### src/rtl/logic_op_arbiter.sv
// Round-robin shared bitwise logic unit: one requester is granted, its operands are
// captured, the result is registered and returned on a valid/ready response channel.
module logic_op_arbiter #(
  parameter int NUM_REQ = 4,
  parameter int WIDTH   = 8,
  localparam int IDW    = $clog2(NUM_REQ)
) (
  input  logic                     clk,
  input  logic                     rst,
  input  logic [NUM_REQ-1:0]       req_valid,
  output logic [NUM_REQ-1:0]       req_ready,
  input  logic [3*NUM_REQ-1:0]     req_op,
  input  logic [WIDTH*NUM_REQ-1:0] req_a,
  input  logic [WIDTH*NUM_REQ-1:0] req_b,
  output logic                     rsp_valid,
  input  logic                     rsp_ready,
  output logic [IDW-1:0]           rsp_id,
  output logic [2:0]               rsp_op,
  output logic [WIDTH-1:0]         rsp_result,
  output logic                     rsp_err,
  output logic                     busy
);

  typedef enum logic [1:0] {
    IDLE = 2'd0,
    EXEC = 2'd1,
    RESP = 2'd2
  } state_t;

  state_t           state, state_nxt;
  logic [IDW-1:0]   ptr;
  logic [IDW-1:0]   grant_id;
  logic             grant_any;
  logic [IDW:0]     cand_sum;
  logic [IDW-1:0]   cand;
  logic             accept;

  logic [2:0]       op_p0;
  logic [WIDTH-1:0] a_p0;
  logic [WIDTH-1:0] b_p0;
  logic [IDW-1:0]   id_p0;
  logic [WIDTH-1:0] result_p1;
  logic             err_p1;

  function automatic logic [WIDTH-1:0] logic_op(input logic [2:0] op,
                                                input logic [WIDTH-1:0] a,
                                                input logic [WIDTH-1:0] b);
    case (op)
      3'd0:    logic_op = ~a;
      3'd1:    logic_op = a & b;
      3'd2:    logic_op = a | b;
      3'd3:    logic_op = ~(a & b);
      3'd4:    logic_op = ~(a | b);
      3'd5:    logic_op = a ^ b;
      3'd6:    logic_op = ~(a ^ b);
      default: logic_op = '0;
    endcase
  endfunction

  // Round-robin search starting one past the last served requester
  always_comb begin
    grant_any = 1'b0;
    grant_id  = '0;
    cand_sum  = '0;
    cand      = '0;
    for (int k = 1; k <= NUM_REQ; k++) begin
      cand_sum = {1'b0, ptr} + (IDW+1)'(k);
      if (cand_sum >= (IDW+1)'(NUM_REQ))
        cand_sum = cand_sum - (IDW+1)'(NUM_REQ);
      cand = cand_sum[IDW-1:0];
      if (!grant_any && req_valid[cand]) begin
        grant_any = 1'b1;
        grant_id  = cand;
      end
    end
  end

  // Reset is folded in so no grant is visible while rst is asserted
  assign accept = (state == IDLE) && rst && grant_any;

  always_ff @(posedge clk) begin
    if (!rst) state <= IDLE;
    else      state <= state_nxt;
  end

  always_comb begin
    state_nxt = state;
    case (state)
      IDLE:    if (accept) state_nxt = EXEC;
      EXEC:    state_nxt = RESP;
      RESP:    if (rsp_ready) state_nxt = IDLE;
      default: state_nxt = IDLE;
    endcase
  end

  always_comb begin
    req_ready = '0;
    if (accept) req_ready[grant_id] = 1'b1;
    rsp_valid = (state == RESP);
    busy      = (state != IDLE);
  end

  // p0: operands captured on accept
  always_ff @(posedge clk) begin
    if (!rst) begin
      ptr   <= IDW'(NUM_REQ - 1);
      op_p0 <= '0;
      a_p0  <= '0;
      b_p0  <= '0;
      id_p0 <= '0;
    end else if (accept) begin
      ptr   <= grant_id;
      op_p0 <= req_op[3*grant_id +: 3];
      a_p0  <= req_a[WIDTH*grant_id +: WIDTH];
      b_p0  <= req_b[WIDTH*grant_id +: WIDTH];
      id_p0 <= grant_id;
    end
  end

  // p1: result registered in EXEC, held through RESP
  always_ff @(posedge clk) begin
    if (!rst) begin
      result_p1 <= '0;
      err_p1    <= 1'b0;
    end else if (state == EXEC) begin
      result_p1 <= logic_op(op_p0, a_p0, b_p0);
      err_p1    <= (op_p0 == 3'd7);
    end
  end

  assign rsp_id     = id_p0;
  assign rsp_op     = op_p0;
  assign rsp_result = result_p1;
  assign rsp_err    = err_p1;

endmodule

### config.mk
export PLATFORM = sky130hd
export DESIGN_NAME = logic_op_arbiter
export DESIGN_NICKNAME = d
export VERILOG_FILES = /design/src/rtl/logic_op_arbiter.sv
export SDC_FILE = /design/constraint.sdc
export NUM_CORES = 1
export LEC_CHECK = 0
export ABC_CLOCK_PERIOD_IN_PS = 3700
export CORE_MARGIN = 5
export CORE_UTILIZATION = 30
export CTS_CLUSTER_DIAMETER = 50
export DETAILED_ROUTE_END_ITERATION = 8
export SETUP_SLACK_MARGIN = 0.5
export SLEW_MARGIN = 5
export SYNTH_ARGS = -nofsm -noshare
export SYNTH_HDL_FRONTEND = slang
export SYNTH_SLANG_ARGS = --single-unit
### constraint.sdc
create_clock -name clk -period 3.7 [get_ports clk]
set_clock_uncertainty 0.2 [all_clocks]
set_input_delay 0.925 -clock clk [delete_from_list [all_inputs] [get_ports clk]]
set_output_delay 0.925 -clock clk [all_outputs]
set_load 0.05 [all_outputs]
==> results.md <==
- Leading area contributor after synthesis: dfxtp_1
- Die H: 105 µm
- Hold Path Class: reg2reg
- Period utilization: between 90% and 100%
- Number of fill cells in the layout: between 800 and 900
- Number of CTS-inserted buffers: 5
- Logic gate share of total power: 52.3%
- Effective utilization at floorplan: a little under a third
- Largest cells by area after synthesis: dfxtp_1, mux2i_1, ha_1
- Post-detailed-route wirelength per cell: roughly 15 µm
- Nets: 514
- Floorplan die width: 105 µm
- Clock transition at path regs: 0.07 ns
- Total DRC errors in the routed layout: 0
- Largest net degree at the start of global routing: 36
- I/O pin count: 103
- Detailed placement HPWL: 6.51 mm
- Final RePlAce weighted congestion: 0.797
- 1st-pass router iterations: 4
- Area of the die: 0.0111 mm²
- Number of port buffers: just over 100
- Synthesis Warnings: 0
- Via count normalized by instance count: 5.10
- Sequential fraction of the synthesis area: 25.0%
- Number of unique standard cell types used by synthesis: 45
- Number of H-tree levels: 2
- Footprint of the multi-input gates: around 0.0019 mm²
- Number of sinks on the clock net: 34
- Transition time of the tightest slew-check pin: 0.823 ns
- Placeable core area: slightly below 0.009 mm²
- Row count: 34
- Max-slew headroom: between 40 and 50%
- Remaining antenna violation count after routing: 0
- Critical Path RT: 2.57 ns
- CP Data Arrival Time: 2.22 ns
- Layout overhead on the synthesized area: 50.5%
- Storage cell area: 681 µm²
- FF+latch count, synth: 34
- Primary flip-flop cell chosen by synthesis mapping: dfxtp_1
- Setup repair after global routing missed its margin: yes
- Element type at the critical path start: primary input
- Synthesized Nets: 406
- Clock Power Share: 17.8%
- Flop-to-flop setup slack: 1.21 ns
- Setup fix buffers added after clock tree synthesis: 0
- Mapped Area: 0.00273 mm²
- Antenna violations before repair: 0
- R2r worst-path depth: 6
- Cell count after synthesis: about 310
- Total Negative Setup Slacks: 0 ns
- Maximum buffer depth of the clock tree: 2
- Mean instance size in the synthesized netlist: 8.88 µm²
- Number of setup violations in the final report: 0
- Static leakage: 1.64 nW
- Starting DRC count in detailed routing: 67
- All-Layer GR Usage: between 10% and 20%
- Total gr overflow: 0
- Proportion of layout cells with a drive suffix above 1: approximately a fifth
- Commonest cells in the synthesized netlist: mux2i_1, dfxtp_1, o21ai_0, inv_1, nor2_1
- Switching power total: 0.647 mW
- Maximum fanout count along the critical path: 3
- Worst Path Class, Setup: in2out
- Switching Fraction: 40.0%
- Maximum operating frequency: 299 MHz
- Top-area cell type share of the netlist area: 25.0%
- Routed wire length: 8.03 mm
- Wire length of the first global-routing pass: 13.1 mm
- Total count of hold-check failures in the final report: 0
- Number of enable flip-flop cells after synthesis: 0
- Cell internal pwr: a little under 1 mW
- End-of-flow core utilization: between 40% and 50%
- Final critical delay including setup and external delays: 3.35 ns
- Antenna diode count: 0
- Pins over their slew limit: 0
- Max IR drop VDD: 0.155 mV
- Count of vias placed by the detailed router: about 2700
- PD cells: about 400 mW/mm²
- Clock latency reported for the late side of the worst-skew pair: 0.29 ns
- Outcome: complete, no violations
- Clock tree from TritonCTS: built
- Number of global-route vias before repair: ~2700
- Total of max-cap violations: 0
- Hold Path Depth: 2
- Most numerous cell in the Yosys netlist: mux2i_1
- Sequential power share: 29.9%
- Fraction of synthesis flops using an asynchronous set or reset pin: 0%
- Setup crit end kind: primary output
- CTS Root Cell: clkbuf_8
-- path summary, 6_finish.rpt --
kind / start / endpoint
worst max-delay path: req_valid[3] / req_ready[2]
worst min-delay path: rsp_result[1] / rsp_result[1]
worst max register to register: ptr[1] / a_p0[6]
worst min register to register: rsp_result[1] / rsp_result[1]
-- power by group through the flow --
stage	Clock, mW	Combinational [mW]	Sequential, mW
after floorplan	0	0.511	0.554
after global placement	0	0.835	0.491
after detailed placement	0	0.849	0.494
after CTS	0.295	0.856	0.486
after global routing	0.316	0.924	0.494
final	0.288	0.847	0.483
-- logic make-up after synthesis --
group	synth area share [%]
adders and majority gates	7.35
and+or+nand+nor	14.2
xor gates and xnor gates	0.643
DFF	25.0
AOI/OAI and AO/OA	27.5
buffers and inverters	7.67
muxes	17.7
-- critical path: stages --
cell and delay [ns]:
buf_6 0.09, or4_4 0.53, and3_4 0.18, nor4b_4 0.13, inv_2 0.13, nor3_4 0.06, buf_12 0.17
-- registers in the layout, summed over array words and instances, names as in the netlist --
register and cells:
rsp_result 8, state 2, ptr 2, rsp_op 3, b_p0 8, a_p0 8, rsp_id 2, rsp_err 1
-- layer usage --
| layer | vias to the layer above | share of wire (%) | wire [µm] | GRT usage (%) |
|---|---|---|---|---|
| li1 | 1348 | - | - | - |
| met1 | 1244 | 42 | 3340 | 16.2 |
| met2 | 71 | 50 | 4010 | 26.0 |
| met3 | 8 | 7.3 | 589 | 5.13 |
| met4 | 0 | 1.1 | 92 | 2.53 |
| met5 | - | 0 | 0 | 0 |
-- per-stage QoR --
stage | cells | hold WS (ns) | cell area (µm²) | setup WS (ns) | power (mW)
2_1_floorplan | 307 | 0.281 | 2760 | 0.403 | 1.06
3_3_place_gp | 516 | 0.257 | 3990 | -0.0869 | 1.33
3_5_place_dp | 516 | 0.258 | 3990 | -0.119 | 1.34
4_1_cts | 524 | 0.270 | 4100 | 0.345 | 1.64
5_1_grt | 524 | 0.292 | 4100 | 0.333 | 1.73
6_report | 524 | 0.265 | 4100 | 0.355 | 1.62
-- cell usage in the layout (no fill, tap or decap), drive strengths merged, types with 7 or more instances in the layout --
| cell | synthesis | final |
|---|---|---|
| a21oi | 12 | 12 |
| buf | 13 | 30 |
| ha | 16 | 16 |
| mux2 | 7 | 7 |
| o211ai | 10 | 10 |
| nand3 | 15 | 15 |
| clkdlybuf4s50 | 0 | 93 |
| inv | 21 | 21 |
| nand2 | 11 | 11 |
| a221oi | 14 | 14 |
| o21ai | 24 | 24 |
| mux2i | 39 | 39 |
| nor2 | 20 | 20 |
| dfxtp | 34 | 34 |
| o221ai | 7 | 7 |
-- repair_timing --
item	CTS	global route
hold buffers	0	0
endpoints found under the setup margin	4	4
pin swaps	4	1
resized for setup	25	0
-- final cells by class --
cell class	count	share of cell area [%]
flip-flops and latches	34	16.6
clock buffers	6	2.01
well taps	108	3.30
multi-input cells	229	46.2
clock inverters	2	0.305
inverters	21	1.92
repair buffers	124	29.7
Note: power is estimated with default switching activity, not from simulation.
==> variant: new RTL, same flow settings <==
Set the parameter `WIDTH` to 7 (it was 8).
--- a/src/rtl/logic_op_arbiter.sv
+++ b/src/rtl/logic_op_arbiter.sv
@@ -2,7 +2,7 @@
 // captured, the result is registered and returned on a valid/ready response channel.
 module logic_op_arbiter #(
   parameter int NUM_REQ = 4,
-  parameter int WIDTH   = 8,
+  parameter int WIDTH   = 7,
   localparam int IDW    = $clog2(NUM_REQ)
 ) (
   input  logic                     clk,
Ports: changed (resized req_a, req_b and rsp_result); port bits go from 103 to 94. The function was not compared with the original's and may differ.
==> variant against the unedited design <==
Die area down 1.8%; sequential cell count down 3; power down 8.6%; wire length shrank 1.5%; synthesized area decreased by 2.0%; worst setup slack better by 0.16 ns; non-clock buffer count decreased by 4; final area fell by 3.3%; synthesized cell count rose by 1.6%; final cell count decreased by 0.38%.
==> variant: results (changes against the unedited design) <==
[status]
outcome = complete, no violations

[route]
dr.first_iter.drc_count = 71  ; +6.0%
vias_per_cell = 5.07  ; -0.48%

[layout]
num-nets-final = 502  ; -2.3%
drive_gt1_frac = 0.239  ; +0.0516
fillers = 856  ; +0.94%

[synthesis]
netlist_top_cells_area = dfxtp_1 23%, mux2i_1 9.0%, ha_1 6.6%, a21bo_2 6.4%, o211ai_2 6.1%
synthTopCellsByCount = 31 x dfxtp_1, 29 x nand2_1, 24 x mux2i_1, 19 x inv_1, 18 x o31ai_1
synth_cell_types = 50  ; +11%
synth_nets = 401  ; -1.2%
ys_seq_area_frac = 0.232  ; -0.0175

[grt]
grt_pass1_vias = 2778  ; +1.1%
grt_max_degree = 27  ; -25%
globalRouteTotalUtil = 0.147  ; +0.00370

[worst_hold_path]
hold_path_end = rsp_result[2]
worstHoldStart = rsp_result[2]

[placement]
placed_area_um2 = 3780  ; -5.4%
routabilityCongestion = 0.795  ; -0.30%
port_buffers = 93  ; -8.8%

[setup_path]
critPathMaxFanout = 6  ; +3
worstPathArrival_ns = 2.06  ; -0.16 ns
regToRegSetupSlack_ns = 1.43  ; +0.22 ns
worst_r2r_path_depth = 8  ; +2
r2r_start = ptr[0]

[power]
leakage_nw = 1.65  ; +0.39%
vdd_drop_max_mv = 0.127  ; -18%

[timing]
fin_crit_ns = 3.19  ; -0.158 ns

[cts]
clkTransAtPathRegs_ns = 0.05  ; -0.02 ns

-- variant: cell count changes after synthesis, sizes merged, moves of 11 or more --
cell and change:
a221oi -14, nand2 +19, nand4 +17, o31ai +18, o21ai -11, mux2i -15
nand3 -11, a21bo +12
-- variant: critical path, cell delays in order --
cell and delay (ns):
buf_2 0.13, buf_4 0.14, o21a_4 0.21, nor3_4 0.30, and2_4 0.22, buf_12 0.13
-- variant: power by group --
group | switching (W) | leakage, nW | internal (W)
combinational | 0.000415 | 1.35 | 0.000378
sequential | 0.0000478 | 0.256 | 0.000390
clock | 0.000117 | 0.0422 | 0.000132
-- variant: cells by family (layout without fill, tap and decap cells) --
| family | count (synthesis) | in the layout | share of synthesized area |
|---|---|---|---|
| flops | 31 | 31 | 0.232 |
| simple gates | 87 | 87 | 0.170 |
| compound gates | 103 | 103 | 0.327 |
| buf+inv | 46 | 148 | 0.0857 |
| fa+ha+maj | 14 | 14 | 0.0656 |
| xor+xnor | 1 | 1 | 0.00328 |
| mux | 30 | 30 | 0.115 |
-- variant: worst max path at each step --
stage | slack [ns] | end | from
5_1_grt | 0.47 | req_ready[2] | req_valid[3]
4_1_cts | 0.50 | req_ready[2] | req_valid[3]
3_3_place_gp | -0.04 | req_ready[1] | req_valid[3]
3_5_place_dp | -0.05 | req_ready[1] | req_valid[3]
6_report | 0.51 | req_ready[2] | req_valid[1]
2_1_floorplan | 0.36 | req_ready[0] | req_valid[3]
-- variant: through the flow --
stage | power (W) | std cells | hold WS (ns) | utilization
floorplan | 0.000970 | 312 | 0.263 | -
global placement | 0.00120 | 510 | 0.247 | 0.433
detailed placement | 0.00122 | 510 | 0.246 | 0.433
CTS | 0.00149 | 522 | 0.254 | 0.452
global route | 0.00160 | 522 | 0.283 | 0.455
finish | 0.00148 | 522 | 0.255 | 0.455
-- variant: what timing repair did --
action	in CTS	in global routing
setup endpoints to repair	4	4
resized for setup	38	6
endpoints found under the hold margin	0	0
pin swaps	7	6
hold buffers	0	0
cloned	0	0
buffers inserted	4	0
-- variant: final cells by class --
cell class / count / area share
sequential: 31 / 0.157
tap: 108 / 0.0341
timing repair buffer: 120 / 0.292
inverter: 20 / 0.0189
clock buffer: 7 / 0.0192
clock inverter: 1 / 0.00126
multi-input combinational: 235 / 0.478
-- variant: routing by layer --
layer,vias to the layer above,global-route usage,routed length (µm)
li1,1348,-,-
met1,1188,0.190,3550
met2,95,0.236,3690
met3,17,0.0416,506
met4,0,0.0435,169
met5,-,0,0
